===== config.mk =====
export PLATFORM = sky130hd
export DESIGN_NAME = fetch_unit
export DESIGN_NICKNAME = d
export VERILOG_FILES = /design/src/rtl/riscv_pkg.sv /design/src/rtl/fetch_skid_buf.sv /design/src/rtl/fetch_unit.sv
export SDC_FILE = /design/constraint.sdc
export NUM_CORES = 1
export LEC_CHECK = 0
export ABC_AREA = 1
export CAP_MARGIN = 10
export CORE_MARGIN = 4
export CORE_UTILIZATION = 58
export CTS_CLUSTER_DIAMETER = 50
export DETAILED_ROUTE_END_ITERATION = 10
export PLACE_DENSITY = 0.84
export SYNTH_ARGS = -nofsm -noshare
export SYNTH_HDL_FRONTEND = slang
export SYNTH_SLANG_ARGS = --single-unit

===== constraint.sdc =====
create_clock -name clk -period 4.71 [get_ports clk]
set_input_delay 0.942 -clock clk [delete_from_list [all_inputs] [get_ports clk]]
set_output_delay 0.942 -clock clk [all_outputs]
set_load 0.01 [all_outputs]

===== src/rtl/riscv_pkg.sv =====
// Shared fetch-stage types and constants: widths, fetch FSM states and PC helpers.
// No logic of its own; imported by the fetch unit and its skid buffer.
package riscv_pkg;

    localparam int XLEN = 64;
    localparam int ILEN = 32;
    localparam logic [XLEN-1:0] PC_STEP = 64'd4;

    typedef enum logic [1:0] {
        IDLE,
        FETCH,
        WAIT,
        DRAIN
    } fetch_state_t;

    function automatic logic [XLEN-1:0] align_pc(input logic [XLEN-1:0] addr);
        return {addr[XLEN-1:2], 2'b00};
    endfunction

endpackage


===== src/rtl/fetch_skid_buf.sv =====
// IF/ID output register plus one skid entry; a delivery is visible one cycle later.
// A stalled output parks the next word in the skid; flush empties both entries.
module fetch_skid_buf
    import riscv_pkg::*;
(
    input  logic            clk,
    input  logic            reset,
    input  logic            deliver,
    input  logic            stall,
    input  logic            flush,
    input  logic [ILEN-1:0] in_instr,
    input  logic [XLEN-1:0] in_pc,
    output logic            valid_out,
    output logic [ILEN-1:0] instr_out,
    output logic [XLEN-1:0] pc_out,
    output logic            skid_valid
);

    logic            valid_q, valid_d;
    logic [ILEN-1:0] instr_q, instr_d;
    logic [XLEN-1:0] pc_q, pc_d;
    logic            skid_valid_q, skid_valid_d;
    logic [ILEN-1:0] skid_instr_q, skid_instr_d;
    logic [XLEN-1:0] skid_pc_q, skid_pc_d;
    logic            consume;

    assign consume = valid_q && !stall;

    always_comb begin
        valid_d      = valid_q;
        instr_d      = instr_q;
        pc_d         = pc_q;
        skid_valid_d = skid_valid_q;
        skid_instr_d = skid_instr_q;
        skid_pc_d    = skid_pc_q;
        if (flush) begin
            valid_d      = 1'b0;
            skid_valid_d = 1'b0;
        end else begin
            if (consume) begin
                if (skid_valid_q) begin
                    valid_d      = 1'b1;
                    instr_d      = skid_instr_q;
                    pc_d         = skid_pc_q;
                    skid_valid_d = 1'b0;
                end else begin
                    valid_d = 1'b0;
                end
            end
            if (deliver) begin
                // The skid keeps program order if it is draining into the output this cycle.
                if ((!valid_q || !stall) && !(consume && skid_valid_q)) begin
                    valid_d = 1'b1;
                    instr_d = in_instr;
                    pc_d    = in_pc;
                end else begin
                    skid_valid_d = 1'b1;
                    skid_instr_d = in_instr;
                    skid_pc_d    = in_pc;
                end
            end
        end
    end

    always_ff @(posedge clk) begin
        if (reset) begin
            valid_q      <= 1'b0;
            instr_q      <= '0;
            pc_q         <= '0;
            skid_valid_q <= 1'b0;
            skid_instr_q <= '0;
            skid_pc_q    <= '0;
        end else begin
            valid_q      <= valid_d;
            instr_q      <= instr_d;
            pc_q         <= pc_d;
            skid_valid_q <= skid_valid_d;
            skid_instr_q <= skid_instr_d;
            skid_pc_q    <= skid_pc_d;
        end
    end

    assign valid_out  = valid_q;
    assign instr_out  = instr_q;
    assign pc_out     = pc_q;
    assign skid_valid = skid_valid_q;

endmodule


===== src/rtl/fetch_unit.sv =====
// Instruction fetch: issues word requests, holds them until ready, feeds IF/ID one cycle later.
// Stall backs up into a one-entry skid and then blocks new requests; branch flushes and redirects.
module fetch_unit
    import riscv_pkg::*;
#(
    parameter logic [63:0] RESET_PC = 64'h0
) (
    input  logic        clk,
    input  logic        reset,
    output logic        imem_req,
    output logic [63:0] imem_addr,
    input  logic        imem_ready,
    input  logic [31:0] imem_rdata,
    input  logic        stall,
    input  logic        branch_taken,
    input  logic [63:0] branch_target,
    output logic [31:0] instr_out,
    output logic [63:0] pc_out,
    output logic        valid_out
);

    fetch_state_t    state_q, state_d;
    logic [XLEN-1:0] pc_q, pc_d;
    logic [XLEN-1:0] req_addr_q, req_addr_d;
    logic            deliver;
    logic            flush;
    logic            skid_valid;

    always_comb begin
        state_d    = state_q;
        pc_d       = pc_q;
        req_addr_d = req_addr_q;
        imem_req   = 1'b0;
        imem_addr  = req_addr_q;
        deliver    = 1'b0;
        flush      = 1'b0;
        unique case (state_q)
            IDLE: begin
                state_d = FETCH;
            end
            FETCH: begin
                if (branch_taken) begin
                    flush = 1'b1;
                    pc_d  = align_pc(branch_target);
                end else if (!skid_valid) begin
                    imem_req   = 1'b1;
                    imem_addr  = pc_q;
                    req_addr_d = pc_q;
                    if (imem_ready) begin
                        deliver = 1'b1;
                        pc_d    = pc_q + PC_STEP;
                    end else begin
                        state_d = WAIT;
                    end
                end
            end
            WAIT: begin
                imem_req = 1'b1;
                if (branch_taken) begin
                    flush   = 1'b1;
                    pc_d    = align_pc(branch_target);
                    state_d = imem_ready ? FETCH : DRAIN;
                end else if (imem_ready) begin
                    deliver = 1'b1;
                    pc_d    = pc_q + PC_STEP;
                    state_d = FETCH;
                end
            end
            DRAIN: begin
                // Wrong-path request still in flight: keep it asserted, throw its data away.
                imem_req = 1'b1;
                if (branch_taken) begin
                    flush = 1'b1;
                    pc_d  = align_pc(branch_target);
                end
                if (imem_ready) begin
                    state_d = FETCH;
                end
            end
            default: begin
                state_d = IDLE;
            end
        endcase
    end

    always_ff @(posedge clk) begin
        if (reset) begin
            state_q    <= IDLE;
            pc_q       <= RESET_PC;
            req_addr_q <= '0;
        end else begin
            state_q    <= state_d;
            pc_q       <= pc_d;
            req_addr_q <= req_addr_d;
        end
    end

    fetch_skid_buf u_skid (
        .clk        (clk),
        .reset      (reset),
        .deliver    (deliver),
        .stall      (stall),
        .flush      (flush),
        .in_instr   (imem_rdata),
        .in_pc      (imem_addr),
        .valid_out  (valid_out),
        .instr_out  (instr_out),
        .pc_out     (pc_out),
        .skid_valid (skid_valid)
    );

endmodule

==> summary.md <==
| Metric | Value |
|---|---|
| Register area | `6446 um2` |
| Power Density | `458.5 nW/um2` |
| DP HPWL | `36810 um` |
| Synth Flop Type | `dfxtp_1` |
| Unrepaired setup endpoints after global routing | `false` |
| Final Hold Fails | `0` |
| Fillers | `2204` |
| Clk pwr share | `30.3%` |
| Logic gate share of total power | `31.2%` |
| CP peak stage delay | `680 ps` |
| Worst Hold Depth | `2` |
| CP delay by family, top | `buffers and inverters` |
| Final Routed Wirelength | `54070 um` |
| Max clock buf depth | `3` |
| Die X | `174.7 um` |
| Asr flop ratio synth | `0%` |
| Grt total ovfl | `0` |
| TNS Setup | `0 ps` |
| Register bit total from synthesis | `322` |
| Post-route DRC | `0` |
| Sw Ratio | `36.47%` |
| Largest net degree at the start of global routing | `165` |
| Nets | `2694` |
| Tightest Pin Transition | `1178 ps` |
| Final Setup Violations | `0` |
| Die Y | `174.7 um` |
| Inserted Clock Buffers | `37` |
| Final Critical Period | `4209 ps` |
| # resized after CTS | `0` |
| Outcome | `finished, final reports clean` |
| Area Overhead vs Synth | `23.15%` |
| LEAKAGE | `7.889 nW` |
| Post-CTS Hold Buffers | `0` |
| Setup bufs post-CTS | `0` |
| WP data required | `3770 ps` |
| Core box area | `27180 um2` |
| Top area cells in the synthesized netlist | `dfxtp_1 40%, nand2_1 13%, nand3_1 7.1%, nor2_1 6.6%, o21ai_0 6.4%` |
| Vias | `17360` |
| Reg power frac | `38.4%` |
| Maximum resistive drop on vdd | `0.4369 mV` |
| CTS clk-pin slew, worst paths | `60 ps` |
| R2r worst-path depth | `12` |
| Netlist cell types | `38` |
| CTS tree | `yes` |
| Syn_area_per_cell | `6.647 um2` |
| Multi-input logic area | `8254 um2` |
| Final period util | `89.35%` |
| Mean routed wirelength per cell | `18.12 um` |
| Crit start category | `input pin` |
| I/O Buffers | `260` |
| WP buf/inv | `3` |
| Slew Limit Fails | `0` |
| Max-slew headroom | `21.45%` |
| IO Pins | `263` |
| Die ar. | `30540 um2` |
| Avg Vias per Cell | `5.819` |
| Slowest CP cell | `clkdlybuf4s50_1` |
| Rows | `60` |
| Fmax | `237.6 MHz` |
| Pint | `5.785 mW` |
| Initial antenna violation count | `1` |
| Initial DRC Count | `2073` |
| Power, Total | `9.107 mW` |
| Max cap viols | `0` |
| Clock skew | `19.69 ps` |
| Root buf cell | `clkbuf_16` |
| GRT Total Usage | `33.67%` |
| Mapped Nets | `2532` |
| Cell count along the critical path | `6` |
| Routability Congestion | `1.038` |
| Min-delay worst type | `reg -> reg` |
| Crit Path Class | `in -> out` |
| Cell area after synthesis | `16130 um2` |
| Synth warn | `0` |
| Worst Path Arrival | `3270 ps` |
| Synthesized instance count | `2426` |
| First-pass GRT wire length | `84950 um` |
| Crit path top cell by count | `clkdlybuf4s50_1` |
| Critical path peak fanout | `36` |
| Ratio of cells with drive above 1 in the final layout | `5.056%` |
| NetSw | `3.322 mW` |
| Sink Count | `322` |
| Vias in the first global route | `15840` |
| Worst-path cell chain | `clkdlybuf4s50_1, nor2_2, nand2_2, buf_4, o21ai_0, clkdlybuf4s50_1` |
| Total iterations of the first detailed-routing run | `7` |
| Yosys top cell by area | `dfxtp_1` |
| Endpoint type of the worst setup path | `output port` |
| Clock H-tree levels | `2` |
| Routed Antenna Nets | `0` |
| Post-synth EDFFs | `0` |
| Seq/Total Area, Yosys | `39.97%` |
| Clk_lat worst skew | `530 ps` |
| Initial Utilization | `59.34%` |
| Top cell type's share of synthesized area | `39.97%` |
[logic make-up after synthesis]
kind of cell    synth area share (%)
simple gates                   30.64
compound gates                 19.48
fa+ha+maj                     0.3879
xor+xnor                      0.5431
buf+inv                        8.977
flops                          39.97
[metrics by stage]
stage	setup slack [ps]	area, um2	utilization, %	std cells	hold slack [ps]
3_5_place_dp	583.3	18710	68.86	2921	440.4
4_1_cts	523.6	19860	73.07	2983	448.7
6_report	501.4	19860	73.08	2984	448.2
2_1_floorplan	1916	16130	-	2426	424.6
3_3_place_gp	645.0	18710	68.86	2921	432.6
5_1_grt	348.9	19860	73.07	2983	466.9
[layer usage]
metal / part of all wire (%) / routed length, um / vias to the layer above / track usage [%]
met5: 0 / 0 / - / 0
met4: 3.6 / 1972 / 0 / 11.42
met3: 9.5 / 5135 / 136 / 5.625
met2: 44 / 23900 / 861 / 52.82
met1: 43 / 23060 / 8046 / 47.38
li1: - / - / 8321 / -
[state kept, by name (all words and copies together) (netlist names)]
| register | cells |
|---|---|
| u_skid.skid_valid | 1 |
| u_skid.skid_pc_q | 64 |
| u_skid.skid_instr_q | 32 |
| u_skid.instr_out | 32 |
| u_skid.pc_out | 64 |
| pc_q | 62 |
| state_q | 2 |
| u_skid.valid_out | 1 |
| req_addr_q | 64 |
[final cells by class]
type / count / area share, %
multi-input cells: 1758 / 41.56
flip-flops and latches: 322 / 32.46
repair buffers: 281 / 14.26
clock buffers: 51 / 5.128
inverters: 188 / 3.604
well taps: 372 / 2.344
clock inverters: 11 / 0.6300
diodes: 1 / 0.01260
[power by group through the flow]
stage	logic, mW	registers [mW]	clock network [mW]
global placement	2.72	3.52	0
CTS	2.81	3.48	2.78
global route	3.12	3.53	2.89
floorplan	1.67	3.43	0
finish	2.84	3.50	2.76
detailed placement	2.79	3.53	0
[layout by cell type (no fill, tap or decap), types with 16 or more instances in the layout]
cell	instances
nand2_1	569
dfxtp_1	322
nor2_1	281
clkdlybuf4s50_1	259
nand3_1	229
o21ai_0	205
inv_1	179
a21oi_1	169
o21ai_1	100
o211ai_1	88
clkbuf_16	37
or2_2	21
and2_1	18
buf_4	16
[Yosys cell counts (4+ instances only)]
| library cell | n |
|---|---|
| or2_2 | 21 |
| dfxtp_1 | 322 |
| nand3_1 | 229 |
| o21ai_1 | 101 |
| o31ai_1 | 4 |
| nand2_1 | 569 |
| clkbuf_1 | 98 |
| nor3_1 | 7 |
| buf_2 | 38 |
| xor2_1 | 8 |
| a21oi_1 | 169 |
| and2_1 | 18 |
| nand2_2 | 5 |
| o211ai_1 | 88 |
| nor2_1 | 282 |
| o21ai_0 | 205 |
| nor2_4 | 7 |
| nand4_1 | 12 |
| buf_1 | 8 |
| inv_2 | 7 |
| nor2_2 | 9 |
| buf_6 | 13 |
| inv_1 | 180 |
| ha_1 | 5 |
[worst reg2reg max path: stages, from the launching register on]
cell and delay [ps]:
dfxtp_1 380, inv_1 100, ha_1 220, nand2_2 170, buf_4 370, nand2_2 110
nand3_4 130, nor2_4 60, inv_4 400, buf_4 410, o211ai_1 150, o211ai_1 120
nand2_1 80
[worst paths after layout]
kind                                     start                                end  slack (ps)
max                               branch_taken                      imem_addr[61]         500
min reg2reg  u_skid.skid_pc_q[48]$_SDFFE_PP0P_  u_skid.skid_pc_q[48]$_SDFFE_PP0P_         450
max reg2reg            state_q[1]$_SDFFE_PP0P_     u_skid.pc_out[16]$_SDFFE_PP0N_        1890
min          u_skid.skid_pc_q[48]$_SDFFE_PP0P_  u_skid.skid_pc_q[48]$_SDFFE_PP0P_         450
No activity file was read; power rests on OpenSTA's default activity.
